$ cat src/rtl/reg_bank_disp.sv
// Register bank with two combinational read ports, one write port and a
// multiplexed 7-segment hex display of both read ports.
// Optional macro REGFILE_BYPASS_EN forwards write data to a colliding read port.
module reg_bank_disp #(
    parameter int DATA_W   = 8,
    parameter int ADDR_W   = 4,
    parameter int SCAN_DIV = 50000
) (
    input  logic                  clk,
    input  logic                  rst,
    input  logic [ADDR_W-1:0]     addrRa,
    input  logic [ADDR_W-1:0]     addrRb,
    input  logic [ADDR_W-1:0]     addrW,
    input  logic [DATA_W-1:0]     datW,
    input  logic                  regWrite,
    output logic [DATA_W-1:0]     datOutRa,
    output logic [DATA_W-1:0]     datOutRb,
    output logic [6:0]            SSeg,
    output logic [DATA_W/2-1:0]   An
);

    localparam int DIGITS = DATA_W / 2;
    localparam int HALF   = DIGITS / 2;
    localparam int IDX_W  = (DIGITS > 1) ? $clog2(DIGITS) : 1;
    localparam int DEPTH  = 2 ** ADDR_W;

    logic [DATA_W-1:0] regs [DEPTH];
    logic [31:0]       scan_cnt;
    logic [IDX_W-1:0]  digit_idx;
    logic [3:0]        nibble;
    logic [6:0]        seg_code;
    logic              scan_wrap;

    always_ff @(posedge clk) begin
        if (!rst) begin
            for (int i = 0; i < DEPTH; i++) begin
                regs[i] <= '0;
            end
        end else if (regWrite) begin
            regs[addrW] <= datW;
        end
    end

`ifdef REGFILE_BYPASS_EN
    assign datOutRa = (regWrite && (addrRa == addrW)) ? datW : regs[addrRa];
    assign datOutRb = (regWrite && (addrRb == addrW)) ? datW : regs[addrRb];
`else
    assign datOutRa = regs[addrRa];
    assign datOutRb = regs[addrRb];
`endif

    // Lower digit indices show port A nibbles, upper indices show port B.
    always_comb begin
        nibble = '0;
        for (int i = 0; i < HALF; i++) begin
            if (digit_idx == IDX_W'(i)) begin
                nibble = datOutRa[i*4 +: 4];
            end
            if (digit_idx == IDX_W'(i + HALF)) begin
                nibble = datOutRb[i*4 +: 4];
            end
        end
    end

    always_comb begin
        seg_code = 7'h7F;
        case (nibble)
            4'h0: seg_code = 7'h40;
            4'h1: seg_code = 7'h79;
            4'h2: seg_code = 7'h24;
            4'h3: seg_code = 7'h30;
            4'h4: seg_code = 7'h19;
            4'h5: seg_code = 7'h12;
            4'h6: seg_code = 7'h02;
            4'h7: seg_code = 7'h78;
            4'h8: seg_code = 7'h00;
            4'h9: seg_code = 7'h10;
            4'hA: seg_code = 7'h08;
            4'hB: seg_code = 7'h03;
            4'hC: seg_code = 7'h46;
            4'hD: seg_code = 7'h21;
            4'hE: seg_code = 7'h06;
            4'hF: seg_code = 7'h0E;
            default: seg_code = 7'h7F;
        endcase
    end

    assign scan_wrap = (scan_cnt == 32'(SCAN_DIV - 1));

    // The digit at digit_idx is latched onto the outputs as the index advances.
    always_ff @(posedge clk) begin
        if (!rst) begin
            scan_cnt  <= '0;
            digit_idx <= '0;
            An        <= '1;
            SSeg      <= 7'h7F;
        end else if (scan_wrap) begin
            scan_cnt  <= '0;
            An        <= ~(DIGITS'(1) << digit_idx);
            SSeg      <= seg_code;
            digit_idx <= (digit_idx == IDX_W'(DIGITS - 1)) ? '0 : digit_idx + IDX_W'(1);
        end else begin
            scan_cnt <= scan_cnt + 32'd1;
        end
    end

endmodule

$ cat config.mk
export PLATFORM = sky130hd
export DESIGN_NAME = reg_bank_disp
export DESIGN_NICKNAME = d
export VERILOG_FILES = /design/src/rtl/reg_bank_disp.sv
export SDC_FILE = /design/constraint.sdc
export NUM_CORES = 1
export LEC_CHECK = 0
export CORE_MARGIN = 2
export CORE_UTILIZATION = 55
export CTS_BUF_LIST = sky130_fd_sc_hd__clkbuf_2
export DETAILED_ROUTE_END_ITERATION = 12
export PLACE_DENSITY_LB_ADDON = 0.2
export SLEW_MARGIN = 30
export SYNTH_ARGS = -nofsm -noshare
export SYNTH_HDL_FRONTEND = slang
export SYNTH_SLANG_ARGS = --single-unit
$ cat constraint.sdc
create_clock -name clk -period 3.4 [get_ports clk]
set_clock_uncertainty 0.05 [all_clocks]
set_input_delay 0.68 -clock clk [delete_from_list [all_inputs] [get_ports clk]]
set_output_delay 0.68 -clock clk [all_outputs]
set_load 0.02 [all_outputs]
; Yosys cells after proc, flatten, opt, wreduce, memory -nomap -nowiden
; Memory sizes are Yosys's and may differ from the RTL's. A register that Yosys moved wholly into a read port is not among the register bits.
; Index checks and enable logic that the tools add are counted.
[totals]
elab_cells = 30
n_memories = 2
reg_bits = 38
rom_bits = 112
ramBits = 128
latch_bits = 0
[mem_list]
columns = name, words, width, read_ports, rd_clocked_by_memory_dff, wr, line_no
row1 = regs, 16, 8, 2, 0, 16, 27  ; logic [DATA_W-1:0] regs [DEPTH];
row2 = (name not given), 16, 7, 1, 1, 0, 67  ; case (nibble)
[op_classes]
magnitude_cmp = 0
n_mux = 12
multipliers = 0
shifts = 1
n_eq_ne = 4
bitwise_logic = 2
n_div = 0
reduce_logical = 4
add_sub_neg = 2
[op_table]
columns = operator, n
row1 = "adder 32 x 1 -> 32 bit, second input constant", 1
row2 = "== test 32 x 16 -> 1 bit, second input constant", 1
row3 = two-way mux 4 bit, 5
row4 = two-way mux 8 bit, 1
row5 = OR reduction 8 bit, 1
row6 = two-way mux 1 bit, 5
row7 = "== test 2 bit, second input constant", 2
row8 = NOT 4 bit, 1
row9 = "left shift 1 x 2 -> 4 bit, first input constant", 1
row10 = "adder 2 x 1 -> 2 bit, second input constant", 1
row11 = "== test 2 x 1 -> 1 bit, second input constant", 1
row12 = logical NOT 2 bit, 1
row13 = two-way mux 2 bit, 1
row14 = OR reduction 2 bit, 1
row15 = logical NOT 1 bit, 1
row16 = NOT 1 bit, 1

; Logic depth before layout (Yosys ltp)
[logic_depth]
ltp_word = 5
depth_mapped = 14
mapped_depth_nobuf = 12

; Worst setup path before layout
; Ideal clock, no wire load.
[synth_timing]
path_kind = input-to-reg
from = in addrRa[1]
to = reg SSeg[5]
setup_time_ns = 0.138
slack_ns = -0.023
cell_stages = 10
t_arrival_ns = 3.235
cell_sequence = buf_2 buf_2 buf_1 mux4_2 mux4_2 o22ai_1 nor2_1 ha_1 o311ai_0 nand4_1
[synth_lines]
columns = item, line_no
row1 = "start, declared", 11  ; input logic [ADDR_W-1:0] addrRa,
row2 = memory (16 x 8 bit), --
row3 = via datOutRa[5], 16  ; output logic [DATA_W-1:0] datOutRa,
row4 = two-way mux 4 bit, 56  ; if (digit_idx == IDX_W'(i)) begin
row5 = two-way mux 4 bit, 59  ; if (digit_idx == IDX_W'(i + HALF)) begin
row6 = "end, declared", 18  ; output logic [6:0] SSeg,
; The timed path passes the listed nets, and every way through them passes these cells.
; A chain may end at the register's enable or synchronous reset.

; Worst setup path after layout
[layout_timing]
from = in addrRa[1]
to = out datOutRa[7]
[layout_between]
elab_chain_len = 1
[layout_rtl]
columns = item, line_no
row1 = memory (16 x 8 bit), --
row2 = "end, declared", 16
; No other way between the ends.

==> results by group <==
STA
  – Max_slew headroom: roughly 53%
  – Final slew viol count: 0
  – Final Hold Fails: 0
  – Worst setup margin: -8.65 ps
  – Final hold slack: roughly 420 ps
  – Final setup viols: 1
  – Clock period minus worst slack: roughly 3400 ps
  – Final cycle utilization of the critical path: 100%
  – Setup TNS: -8.65 ps
  – Unrepaired setup endpoints after global routing: false
  – Fmax: between 200 and 300 MHz
  – Slew @ Worst Pin: about 700 ps

Layout
  – Synth-to-Final Area Change: 17.3%
  – Share of cells above drive strength 1: a little under a quarter
  – Final net count: between 900 and 1000
  – Post-Layout Cell Count: roughly 1100

Clock network
  – CTS clk-pin slew, worst paths: about 230 ps
  – H-tree levels: 4
  – Num Clock Sinks: about 170
  – CTS Buffer Depth: 2
  – Clock root cell: clkbuf_2
  – Clock Latency Late Sink: 760 ps
  – CTS tree: built
  – Hold-fix buffers at CTS: 0
  – Num CTS Buffers: 17

Floorplanning
  – Starting Density: 56.1%
  – Core area: roughly 17000 um^2
  – Die X: ~130 um
  – Full die area: ~18000 um^2
  – I/O pin total: 50
  – Num rows: 47
  – Die height: ~130 um

Synthesis
  – Sequential area share after synthesis: 51.0%
  – Mapped Avg Cell Area: 12.2 um^2
  – Async set-reset flop share out of synthesis: 0%
  – Ys Warns: 0
  – Synth Cell Area: slightly above 9000 um^2
  – Main synth FF type: edfxtp_1
  – Mapped Nets: approximately 800
  – Synth cell types: slightly above 50
  – Mapped Cells: 760
  – Synthesized flop and latch total: approximately 170
  – Number of flops mapped to enable cells by yosys: roughly 130

Setup path
  – Crit path capture type: primary output
  – CP cell instances: clkdlybuf4s50_1, buf_12, mux4_2, a22oi_1, nand3_1, clkdlybuf4s15_2
  – Flop2flop setup slack: ~280 ps
  – Critical-path top delay cell: clkdlybuf4s50_1
  – Slowest cell delay on critical path: around 510 ps
  – CP required: 2670 ps
  – Critical path peak fanout: 10
  – Crit path max-delay family: buffers and inverters
  – Worst Path Arrival: between 2000 and 3000 ps
  – Worst Setup Start Kind: primary input
  – Critical path class: primary input to primary output
  – WP buf/inv: 3

Placed design
  – I/O Buffers: around 50
  – Placed cells: approximately 1100
  – Placer Congestion: just over 0.9
  – Dpl ws: -326 ps
  – Post-DP HPWL: ~19 mm

Power and ir drop
  – Static Leak: roughly 4 nW
  – Sw Pwr: about 1.2 mW
  – Flop pwr share: slightly below 60%
  – IR drop worst, VDD: 0.282 mV
  – Clock power frac: approximately a quarter
  – Switching share of total power: ~28%
  – Combinational power share: 17.7%
  – PwrDens: ~380 nW/um^2
  – P_int: 2.98 mW

Route
  – Routed WL: roughly 25 mm
  – Initial DRT Pass Iterations: 7
  – Residual DRC count: 0
  – Avg WL per Cell: about 23 um
  – Routed Antenna Nets: 0
  – Vias per std cell: 6.30
  – Via Count: between 6000 and 7000
  – 1st-iter DRT viols: 804

GRT
  – Vias in the first global route: 6873
  – Global Route Usage Sum: roughly 30%
  – Grt ovf: 0
  – Initial antenna violation count: 1
  – First-pass GRT wire length: around 40 mm
  – Largest net degree at the start of global routing: 33

Hold path
  – HP Class: flip-flop to flip-flop

Run status
  – Failing checks: negative setup slack
  – Outcome: finished with violations

Run
  – Max-Cap Viols: 0
## state kept, by name (all words and copies together), names as in the netlist
signal / cells
digit_idx: 2
regs: 128
scan_cnt: 32
SSeg: 7
An: 4
## power groups by stage
stage                     Sequential [mW]  Clock [mW]  Combinational (mW)
final                                2.44       0.988               0.737
after global placement               2.47           0               0.704
after floorplan                      2.43           0               0.411
after detailed placement             2.48           0               0.723
after CTS                            2.43       0.999               0.727
after global routing                 2.44        1.08               0.779
## path summary, 6_finish.rpt
kind / start / to / depth (start not counted)
worst max register to register: scan_cnt[4] / SSeg[4] / 6
worst min register to register: scan_cnt[0] / scan_cnt[0] / 1
worst min-delay path: scan_cnt[0] / scan_cnt[0] / 1
worst max-delay path: addrRa[1] / datOutRa[7] / 6
## final cells by class
class | instances | area [um^2]
inverters | 14 | 52.6
fillers | 1256 | 5670
clock buffers | 17 | 85.1
diodes | 1 | 2.50
multi-input cells | 532 | 4380
well taps | 220 | 275
clock inverters | 14 | 119
repair buffers | 134 | 1250
flip-flops and latches | 173 | 4740
## repair_timing
item	CTS	global route
cloned	1	0
endpoints found under the setup margin	16	11
buffers inserted	4	2
resized for setup	40	16
pin swaps	0	3
## cells in the final DEF (no fill, tap or decap), types with 5 or more instances in the layout
| cell type | Yosys | final |
|---|---|---|
| nor2b_1 | 12 | 11 |
| mux2i_1 | 15 | 9 |
| nor4_1 | 5 | 5 |
| nand2_1 | 47 | 47 |
| buf_12 | 0 | 12 |
| ha_1 | 11 | 11 |
| and2_1 | 131 | 131 |
| nor3_1 | 11 | 11 |
| nand2b_1 | 8 | 8 |
| or3_1 | 5 | 5 |
| nor2_1 | 64 | 64 |
| o21ai_0 | 19 | 19 |
| a21oi_1 | 10 | 10 |
| xnor2_1 | 12 | 12 |
| buf_4 | 1 | 72 |
| a22oi_1 | 10 | 6 |
| dlygate4sd2_1 | 0 | 5 |
| xor2_1 | 18 | 18 |
| edfxtp_1 | 128 | 128 |
| dfxtp_1 | 45 | 45 |
| and3_1 | 10 | 9 |
| clkdlybuf4s50_1 | 0 | 31 |
| mux4_2 | 64 | 64 |
| nand4_1 | 11 | 11 |
| clkbuf_2 | 0 | 22 |
| mux2i_2 | 0 | 6 |
| nand3_1 | 22 | 22 |
| inv_1 | 14 | 14 |
## worst register-to-register path: cells and delay by family, from the launching register on
kind               cells  cell delay (ps)
and+or+nand+nor        4             2210
DFF                    1              400
AOI/OAI and AO/OA      2              390
## synth_stat cells, types with 3 or more instances
cell type  instances  area [um^2]
o22ai_1            3         18.8
dfxtp_1           45          901
a31oi_1            3         18.8
nor2_1            64          240
a21oi_1           10         50.1
nand2b_1           8         50.1
mux2i_1           15          150
inv_1             14         52.6
o21ai_0           19         95.1
clkbuf_1          20         75.1
and3_1            10         62.6
mux2_2             4         45.0
buf_2             17         85.1
mux4_2            64         1440
a22o_1             3         26.3
a221o_1            3         30.0
buf_1              3         11.3
nand2_1           47          176
nor2b_1           12         75.1
o211ai_1           4         30.0
ha_1              11          138
xor2_1            18          158
a22oi_1           10         75.1
o221ai_1           3         26.3
and2_1           131          820
or4_1              4         30.0
nand4_1           11         68.8
nand3_1           22          110
or3_1              5         31.3
xnor2_1           12          105
edfxtp_1         128         3840
nor3_1            11         55.1
nor4_1             5         31.3
## per-layer routing
metal  up-vias  part of all wire (%)  track usage, %
li1       3043                     -               -
met1      3430                    38            39.3
met2       424                    48            47.8
met3        59                    12            8.54
met4         0                   2.7            9.82
met5         -                     0               0
## logic make-up after synthesis
kind of cell	Yosys count	synth area share, %
simple gates	339	19.6
flops	173	51.0
mux	83	17.6
compound gates	69	5.04
buf+inv	55	2.49
xor+xnor	30	2.82
fa+ha+maj	11	1.48
## through the flow
step	utilization (%)	power (mW)	area (um^2)
after detailed placement	64.1	3.20	10600
after global routing	65.8	4.30	10900
after global placement	64.1	3.17	10600
final	65.8	4.16	10900
after CTS	65.8	4.16	10900
after floorplan	-	2.84	9310
Note: power is estimated with default switching activity, not from simulation.
